<file path="src/rtl/tone_sequencer.sv">
// Melody playback controller: walks a synchronous melody ROM entry by entry,
// pacing notes and articulation gaps from the tempo strobe.
`timescale 1ns/1ps

module tone_sequencer #(
    parameter int ADDR_BW   = 6,
    parameter int DUR_BW    = 4,
    parameter int GAP_TICKS = 1
) (
    input  logic                clk_i,
    input  logic                rst_n_i,
    input  logic                start_i,
    input  logic                stop_i,
    input  logic                loop_i,
    input  logic                tick_i,
    output logic [ADDR_BW-1:0]  rom_addr_o,
    input  logic [DUR_BW+6:0]   rom_data_i,
    output logic [5:0]          note_index_o,
    output logic                gate_o,
    output logic                busy_o,
    output logic                done_o
);

    localparam int GAP_BW = (GAP_TICKS > 1) ? $clog2(GAP_TICKS) : 1;

    typedef enum logic [2:0] {
        S_IDLE,
        S_FETCH,
        S_LOAD,
        S_PLAY,
        S_GAP
    } state_t;

    state_t              state_q;
    logic [ADDR_BW-1:0]  addr_q;
    logic [5:0]          note_q;
    logic                gate_q;
    logic                done_q;
    logic                last_q;
    logic [DUR_BW-1:0]   dur_q;
    logic [GAP_BW-1:0]   gap_q;

    logic [5:0]          rom_note;
    logic [DUR_BW-1:0]   rom_dur;
    logic                rom_last;

    assign rom_note = rom_data_i[5:0];
    assign rom_dur  = rom_data_i[6 +: DUR_BW];
    assign rom_last = rom_data_i[6 + DUR_BW];

    // Outcome of finishing the current entry, shared by PLAY and GAP.
    state_t              adv_state_d;
    logic [ADDR_BW-1:0]  adv_addr_d;
    logic                adv_done_d;
    logic                adv_gate_d;

    always_comb begin
        adv_state_d = S_FETCH;
        adv_addr_d  = addr_q + ADDR_BW'(1);
        adv_done_d  = 1'b0;
        adv_gate_d  = gate_q;
        unique case (1'b1)
            !last_q: begin
                adv_addr_d = addr_q + ADDR_BW'(1);
            end
            last_q && loop_i: begin
                adv_addr_d = '0;
            end
            last_q && !loop_i: begin
                adv_addr_d  = '0;
                adv_state_d = S_IDLE;
                adv_done_d  = 1'b1;
                adv_gate_d  = 1'b0;
            end
            default: begin
                adv_state_d = S_IDLE;
            end
        endcase
    end

    always_ff @(posedge clk_i or negedge rst_n_i) begin
        if (!rst_n_i) begin
            state_q <= S_IDLE;
            addr_q  <= '0;
            note_q  <= '0;
            gate_q  <= 1'b0;
            done_q  <= 1'b0;
            last_q  <= 1'b0;
            dur_q   <= '0;
            gap_q   <= '0;
        end else begin
            done_q <= 1'b0;
            if (stop_i) begin
                state_q <= S_IDLE;
                addr_q  <= '0;
                gate_q  <= 1'b0;
                dur_q   <= '0;
                gap_q   <= '0;
            end else begin
                unique case (state_q)
                    S_IDLE: begin
                        addr_q <= '0;
                        gate_q <= 1'b0;
                        if (start_i) begin
                            state_q <= S_FETCH;
                        end
                    end
                    S_FETCH: begin
                        state_q <= S_LOAD;
                    end
                    S_LOAD: begin
                        note_q  <= rom_note;
                        dur_q   <= rom_dur;
                        last_q  <= rom_last;
                        gate_q  <= (rom_note != 6'd0);
                        state_q <= S_PLAY;
                    end
                    S_PLAY: begin
                        if (tick_i) begin
                            if (dur_q != '0) begin
                                dur_q <= dur_q - DUR_BW'(1);
                            end else if (GAP_TICKS > 0) begin
                                gap_q   <= GAP_BW'(GAP_TICKS - 1);
                                gate_q  <= 1'b0;
                                state_q <= S_GAP;
                            end else begin
                                state_q <= adv_state_d;
                                addr_q  <= adv_addr_d;
                                done_q  <= adv_done_d;
                                gate_q  <= adv_gate_d;
                            end
                        end
                    end
                    S_GAP: begin
                        if (tick_i) begin
                            if (gap_q != '0) begin
                                gap_q <= gap_q - GAP_BW'(1);
                            end else begin
                                state_q <= adv_state_d;
                                addr_q  <= adv_addr_d;
                                done_q  <= adv_done_d;
                                gate_q  <= adv_gate_d;
                            end
                        end
                    end
                    default: begin
                        state_q <= S_IDLE;
                    end
                endcase
            end
        end
    end

    assign rom_addr_o   = addr_q;
    assign note_index_o = note_q;
    assign gate_o       = gate_q;
    assign done_o       = done_q;
    assign busy_o       = (state_q != S_IDLE);

endmodule

</file>
<file path="config.mk">
export PLATFORM = sky130hd
export DESIGN_NAME = tone_sequencer
export DESIGN_NICKNAME = d
export VERILOG_FILES = /design/src/rtl/tone_sequencer.sv
export SDC_FILE = /design/constraint.sdc
export NUM_CORES = 1
export LEC_CHECK = 0
export ABC_AREA = 0
export CORE_MARGIN = 5
export CORE_UTILIZATION = 35
export DETAILED_ROUTE_END_ITERATION = 10
export GPL_ROUTABILITY_DRIVEN = 0
export PLACE_DENSITY = 0.73
export RECOVER_POWER = 50
export SYNTH_ARGS = -nofsm -noshare
export SYNTH_HDL_FRONTEND = slang
export SYNTH_SLANG_ARGS = --single-unit
export TNS_END_PERCENT = 30
</file>
<file path="constraint.sdc">
create_clock -name clk_i -period 2.2 [get_ports clk_i]
set_input_delay 0.44 -clock clk_i [delete_from_list [all_inputs] [get_ports clk_i]]
set_output_delay 0.44 -clock clk_i [all_outputs]
set_load 0.01 [all_outputs]
</file>
Yosys cells after proc, flatten, opt, wreduce, memory -nomap -nowiden
Cells that the tools add are included.
{"block": "word_totals", "output_inout_bits": 15, "register_bits": 23, "wordCells": 76, "inputBits": 17}
{"block": "op_classes", "n_bitwise": 1, "n_eq_ne": 11, "addsub": 3, "n_reduce_logical": 20, "muxes": 33}
{"cell": "6-bit two-way mux", "n": 4}
{"cell": "3-bit inequality test (second input constant)", "n": 7}
{"cell": "3-bit two-way mux", "n": 6}
{"cell": "1-bit two-way mux", "n": 15}
{"cell": "3-bit case mux with 5 select lines", "n": 1}
{"cell": "4-bit two-way mux", "n": 3}
{"cell": "6-bit case mux with 2 select lines", "n": 1}
{"cell": "3-bit nonzero test", "n": 4}
{"cell": "4-bit case mux with 2 select lines", "n": 1}
{"cell": "6-bit by 1-bit adder with 6-bit output (second input constant)", "n": 1}
{"cell": "3-bit by 2-bit == test with 1-bit output (second input constant)", "n": 2}
{"cell": "3-bit AND reduction", "n": 2}
{"cell": "6-bit AND reduction", "n": 1}
{"cell": "6-bit nonzero test", "n": 1}
{"cell": "5-bit AND reduction", "n": 1}
{"cell": "5-bit nonzero test", "n": 1}
{"cell": "1-bit case mux with 4 select lines", "n": 1}
{"cell": "4-bit AND reduction", "n": 1}
{"cell": "4-bit nonzero test", "n": 1}
{"cell": "2-bit OR reduction", "n": 2}
{"cell": "4-bit by 1-bit subtractor with 4-bit output (second input constant)", "n": 1}
{"cell": "3-bit by 1-bit == test with 1-bit output (second input constant)", "n": 1}
{"cell": "3-bit == test (second input constant)", "n": 1}
{"cell": "3-bit logical NOT", "n": 1}
{"cell": "6 further kinds", "n": 8}

Logic depth before layout (Yosys ltp)
{"block": "logic_depth", "ltp_word": 8, "ltp_mapped": 6, "mapped_depth_nobuf": 6}

Worst setup path after synthesis
OpenSTA, ideal clock, no wires.
{"block": "synth_path", "path_type": "reg2reg", "start": "reg state_q[2]", "end": "reg addr_q[4] (netlist: rom_addr_o[4])", "stages_incl_launch_ff": 6, "t_required_ns": 2.113, "slack_ns": 0.526, "arrival_time_ns": 1.587, "setup_ns": 0.087, "period_less_slack_ns": 1.674, "n_path_buf": 1, "cell_sequence": "dfrtp_1 buf_4 or3b_4 or2_1 or4_1 o211ai_1"}
{"block": "synth_via", "elab_chain_cells": 3, "word_cells_on_any_way": 8, "cone_classes": "eq/ne (3); mux (2); reduce/logical (3)"}
{"item": "start: declaration", "line_no": "34", "source": "state_t state_q;"}
{"item": "start signal: assignment", "line_no": "127", "source": "state_q <= adv_state_d;"}
{"item": "start signal: assignment", "line_no": "139", "source": "state_q <= adv_state_d;"}
{"item": "3-bit == test / 3-bit logical NOT (equally long branches)", "line_no": "100", "source": "unique case (state_q)"}
{"item": "3-bit inequality test (no source line), or another cell as far along"}
{"item": "3-bit AND reduction (no source line) / 6-bit two-way mux (equally long branches)"}
{"item": "end signal: assignment", "line_no": "128", "source": "addr_q <= adv_addr_d;"}
{"item": "end signal: assignment", "line_no": "140", "source": "addr_q <= adv_addr_d;"}
{"item": "end: declaration", "line_no": "35", "source": "logic [ADDR_BW-1:0] addr_q;"}
Parallel ways exist; a longest one is shown, timed or not.
A chain may end at the register's enable or synchronous reset.

Worst setup path in the final report
{"block": "layout_path", "start": "reg state_q[1]", "end": "out busy_o"}
{"block": "layout_via", "elab_chain_cells": 1}
{"item": "3-bit nonzero test", "line_no": "158", "source": "assign busy_o = (state_q != S_IDLE);"}
{"item": "end: declaration", "line_no": "20", "source": "output logic busy_o,"}
No other way between the ends.

==> run_results.csv <==
group,metric,value,unit
grt,grt_util_all_layers,13.6,%
pwr,max-vdd-ir-drop,0.000239,V
layout,most-common-layout-cells,"sky130_fd_sc_hd__clkdlybuf4s50_1, sky130_fd_sc_hd__dfrtp_1, sky130_fd_sc_hd__nor2_1, sky130_fd_sc_hd__o21ai_0, sky130_fd_sc_hd__mux2_2",
logic_synthesis,avgSynthCellArea,9.70,um2
timing,hold_viol,0,
pwr,p_leak,0.630,nW
critical_path,reg2reg_depth,4,
clock_network,clock_path_buffers,2,
critical_path,crit_path_cell_trace,"or3_1 -> clkdlybuf4s50_1",
critical_path,critPathTopFamily,"flip-flops",
floorplanning,floorplan.rows,21,
pwr,switching_share,26.8,%
clock_network,cts_resized,0,
pwr,power.combinational.fraction,28.5,%
clock_network,tritoncts,"yes",
status,run_status,"complete, no violations",
timing,timing.fmax,0.481,GHz
worst_hold_path,timing.hold.worst.class,"register to register",
clock_network,clock_insertion_delay_worst_skew,0.31,ns
timing,fin_crit_sh,94.4,%
clock_network,cts_hold_repair.buffers,0,
timing,rsz0062_at_grt,"false",
floorplanning,chipWidth,68.9,um
logic_synthesis,synth_cell_type_count,36,
worst_hold_path,hold_ep,"rom_addr_o[5]",
floorplanning,initial_utilization,36.3,%
floorplanning,die_y,68.9,um
critical_path,crit_path_end_kind,"output pin",
logic_synthesis,synth-main-ff-cell,"sky130_fd_sc_hd__dfrtp_1",
logic_synthesis,post_synth_edffs,0,
clock_network,clock_tree.root_cell,"sky130_fd_sc_hd__clkbuf_4",
critical_path,cp.buffers_inverters,1,
grt,grt_antenna_before_repair,0,
clock_network,clk_pin_slew_worst_paths,0.13,ns
clock_network,cts.htree.levels,1,
detailed_routing,routed-wl-met3,133,um
detailed_routing,dr.first_iter.drc_count,145,
logic_synthesis,ys_seq_area_share,45.4,%
timing,relative_slew_margins,21.2,%
timing,timing.final.setup_violations,0,
grt,grt_overflow_total,0,
pwr,share_clk_of_total_power,27.4,%
timing,final_setup_slack_of_the_worst_path,0.122,ns
detailed_routing,top_layer_used,"met4",
detailed_routing,vias,1079,
layout,drive_above_1_share,12.7,%
grt,grt_max_degree,23,
floorplanning,floorplan.core_area,3340,um2
critical_path,start_kind,"register",
run,maxCapViolations,0,
critical_path,critical-path-slowest-cell,"sky130_fd_sc_hd__dfrtp_2",
layout,area_delta_synth_final,34.4,%
layout,layout.cells.most_common,"sky130_fd_sc_hd__clkdlybuf4s50_1",
timing,worst_skew,0.00165,ns
logic_synthesis,ys_async_sr_fraction,100,%
critical_path,critPathRequiredTime,1.76,ns
grt,first_global_vias,1103,
timing,setup-tns-final,0,ns
pwr,pwr_density_cell,704,nW/um2
placed_design,port_buffers,31,
pwr,register_share_of_total_power,44.1,%
timing,actual_slew_at_the_worst_max_slew_pin,1.18,ns
grt,first_pass_grt_wire_length,4.89,mm
timing,final.hold.worst_slack,0.520,ns
critical_path,crit_type,"register to output pin",
detailed_routing,post_drt_via_cell_ratio,5.32,
logic_synthesis,mappedNetlistArea,1210,um2
detailed_routing,drt_first_pass_iters,4,
layout,antennaDiodeCount,0,
timing,finalCriticalPeriod,2.08,ns
layout,final_core_utilization,48.8,%
detailed_routing,route.antenna.remaining_nets,0,
logic_synthesis,mappedNetlistNets,145,
clock_network,cts.sinks,22,
worst_hold_path,hold_path.startpoint,"rom_addr_o[5]",
detailed_routing,detail_route.wirelength.met1,1.25,mm
detailed_routing,route.met2.wl,1.44,mm
logic_synthesis,ys_ff_latch,22,
detailed_routing,postRouteWirelength,2.83,mm
logic_synthesis,synth_cells,125,
logic_synthesis,number_of_warning_messages_in_the_yosys_log,0,
pwr,cellInternalPower,0.839,mW
layout,finalNetCount,178,
detailed_routing,drc,0,
critical_path,cp_max_fo,10,
critical_path,crit_arrival,1.64,ns
placed_design,place_hpwl,2.15,mm
worst_hold_path,min_path_cells,1,
clock_network,inserted_clock_buffers,3,
clock_network,cts_post_setup_buffers_inserted,0,
critical_path,reg_to_reg_end,"rom_addr_o[4]",
pwr,power_switching,0.308,mW
critical_path,critPathMaxStageDelay,0.48,ns
timing,report.final.slew_viol_count,0,
critical_path,ff2ff_setup_slack,0.35,ns
placed_design,preCtsSetupSlack,0.0917,ns
floorplanning,die_area,4740,um2
detailed_routing,detail_route.wl_per_cell,13.9,um
critical_path,crit-reg2reg-launch,"state_q[2]",
floorplanning,io_pins,32,
## registers in the layout (all words and copies together) (netlist names)
signal / count
note_index_o: 6
rom_addr_o: 6
dur_q: 4
state_q: 3
done_o: 1
gate_o: 1
last_q: 1
## how the worst max path moves through the flow
stage	startpoint	slack, ns	depth (start not counted)	endpoint
finish	state_q[1]	0.12	2	busy_o
global route	state_q[1]	0.03	2	busy_o
CTS	state_q[1]	0.08	2	busy_o
detailed placement	stop_i	0.09	5	rom_addr_o[4]
global placement	stop_i	0.15	5	rom_addr_o[4]
floorplan	state_q[2]	0.53	5	rom_addr_o[4]
## power by group through the flow
| stage | Sequential [mW] | Clock (mW) | Combinational [mW] |
|---|---|---|---|
| 6_report | 0.506 | 0.315 | 0.326 |
| 5_1_grt | 0.515 | 0.338 | 0.359 |
| 4_1_cts | 0.506 | 0.320 | 0.333 |
| 3_5_place_dp | 0.514 | 0 | 0.332 |
| 3_3_place_gp | 0.512 | 0 | 0.323 |
| 2_1_floorplan | 0.528 | 0 | 0.141 |
## metrics by stage
stage | total power [mW] | cell area, um2 | cells
6_report | 1.15 | 1630 | 203
5_1_grt | 1.21 | 1630 | 203
4_1_cts | 1.16 | 1640 | 203
3_5_place_dp | 0.847 | 1580 | 199
3_3_place_gp | 0.836 | 1580 | 199
2_1_floorplan | 0.669 | 1210 | 125
## per-layer routing
layer | track usage, % | up-vias
li1 | - | 516
met1 | 16.4 | 526
met4 | 4.38 | 0
met2 | 24.0 | 35
met5 | 0 | -
met3 | 2.59 | 2
## final cells by class
| type | count | area [um2] |
|---|---|---|
| fillers | 314 | 1710 |
| clock buffers | 3 | 22.5 |
| inverters | 3 | 11.3 |
| multi-input cells | 92 | 616 |
| repair buffers | 36 | 340 |
| flip-flops and latches | 22 | 552 |
| well taps | 46 | 57.6 |
| clock inverters | 1 | 30.0 |
## Yosys cell counts (all sizes together) (2+ instances only)
cell type / instances / area share (%)
a21oi: 4 / 1.7
a22oi: 3 / 1.9
a311oi: 2 / 1.4
a31oi: 2 / 1.0
and3: 2 / 1.0
buf: 2 / 1.0
clkbuf: 6 / 1.9
dfrtp: 22 / 45
ha: 3 / 3.1
inv: 3 / 0.93
mux2: 9 / 8.4
nand2: 7 / 2.2
nand2b: 5 / 2.6
nand3: 5 / 2.1
nand3b: 4 / 2.5
nor2: 10 / 3.3
nor2b: 2 / 1.0
nor3: 4 / 1.7
nor4bb: 2 / 1.7
o21ai: 10 / 4.1
o31ai: 3 / 1.9
or2: 3 / 1.5
or3b: 2 / 1.7
or4: 2 / 1.2
## logic make-up (layout without fill, tap and decap cells)
kind of cell             Yosys count  in the layout  synth area share (%)
adder cells (fa/ha/maj)            3              3                  3.10
flip-flops                        22             22                  45.4
multiplexers                       9              9                  8.36
AND/OR/NAND/NOR                   53             53                  25.4
AO/OA/AOI/OAI                     27             27                  13.9
buffers and inverters             11             43                  3.82
(Power assumes the default switching activity.)
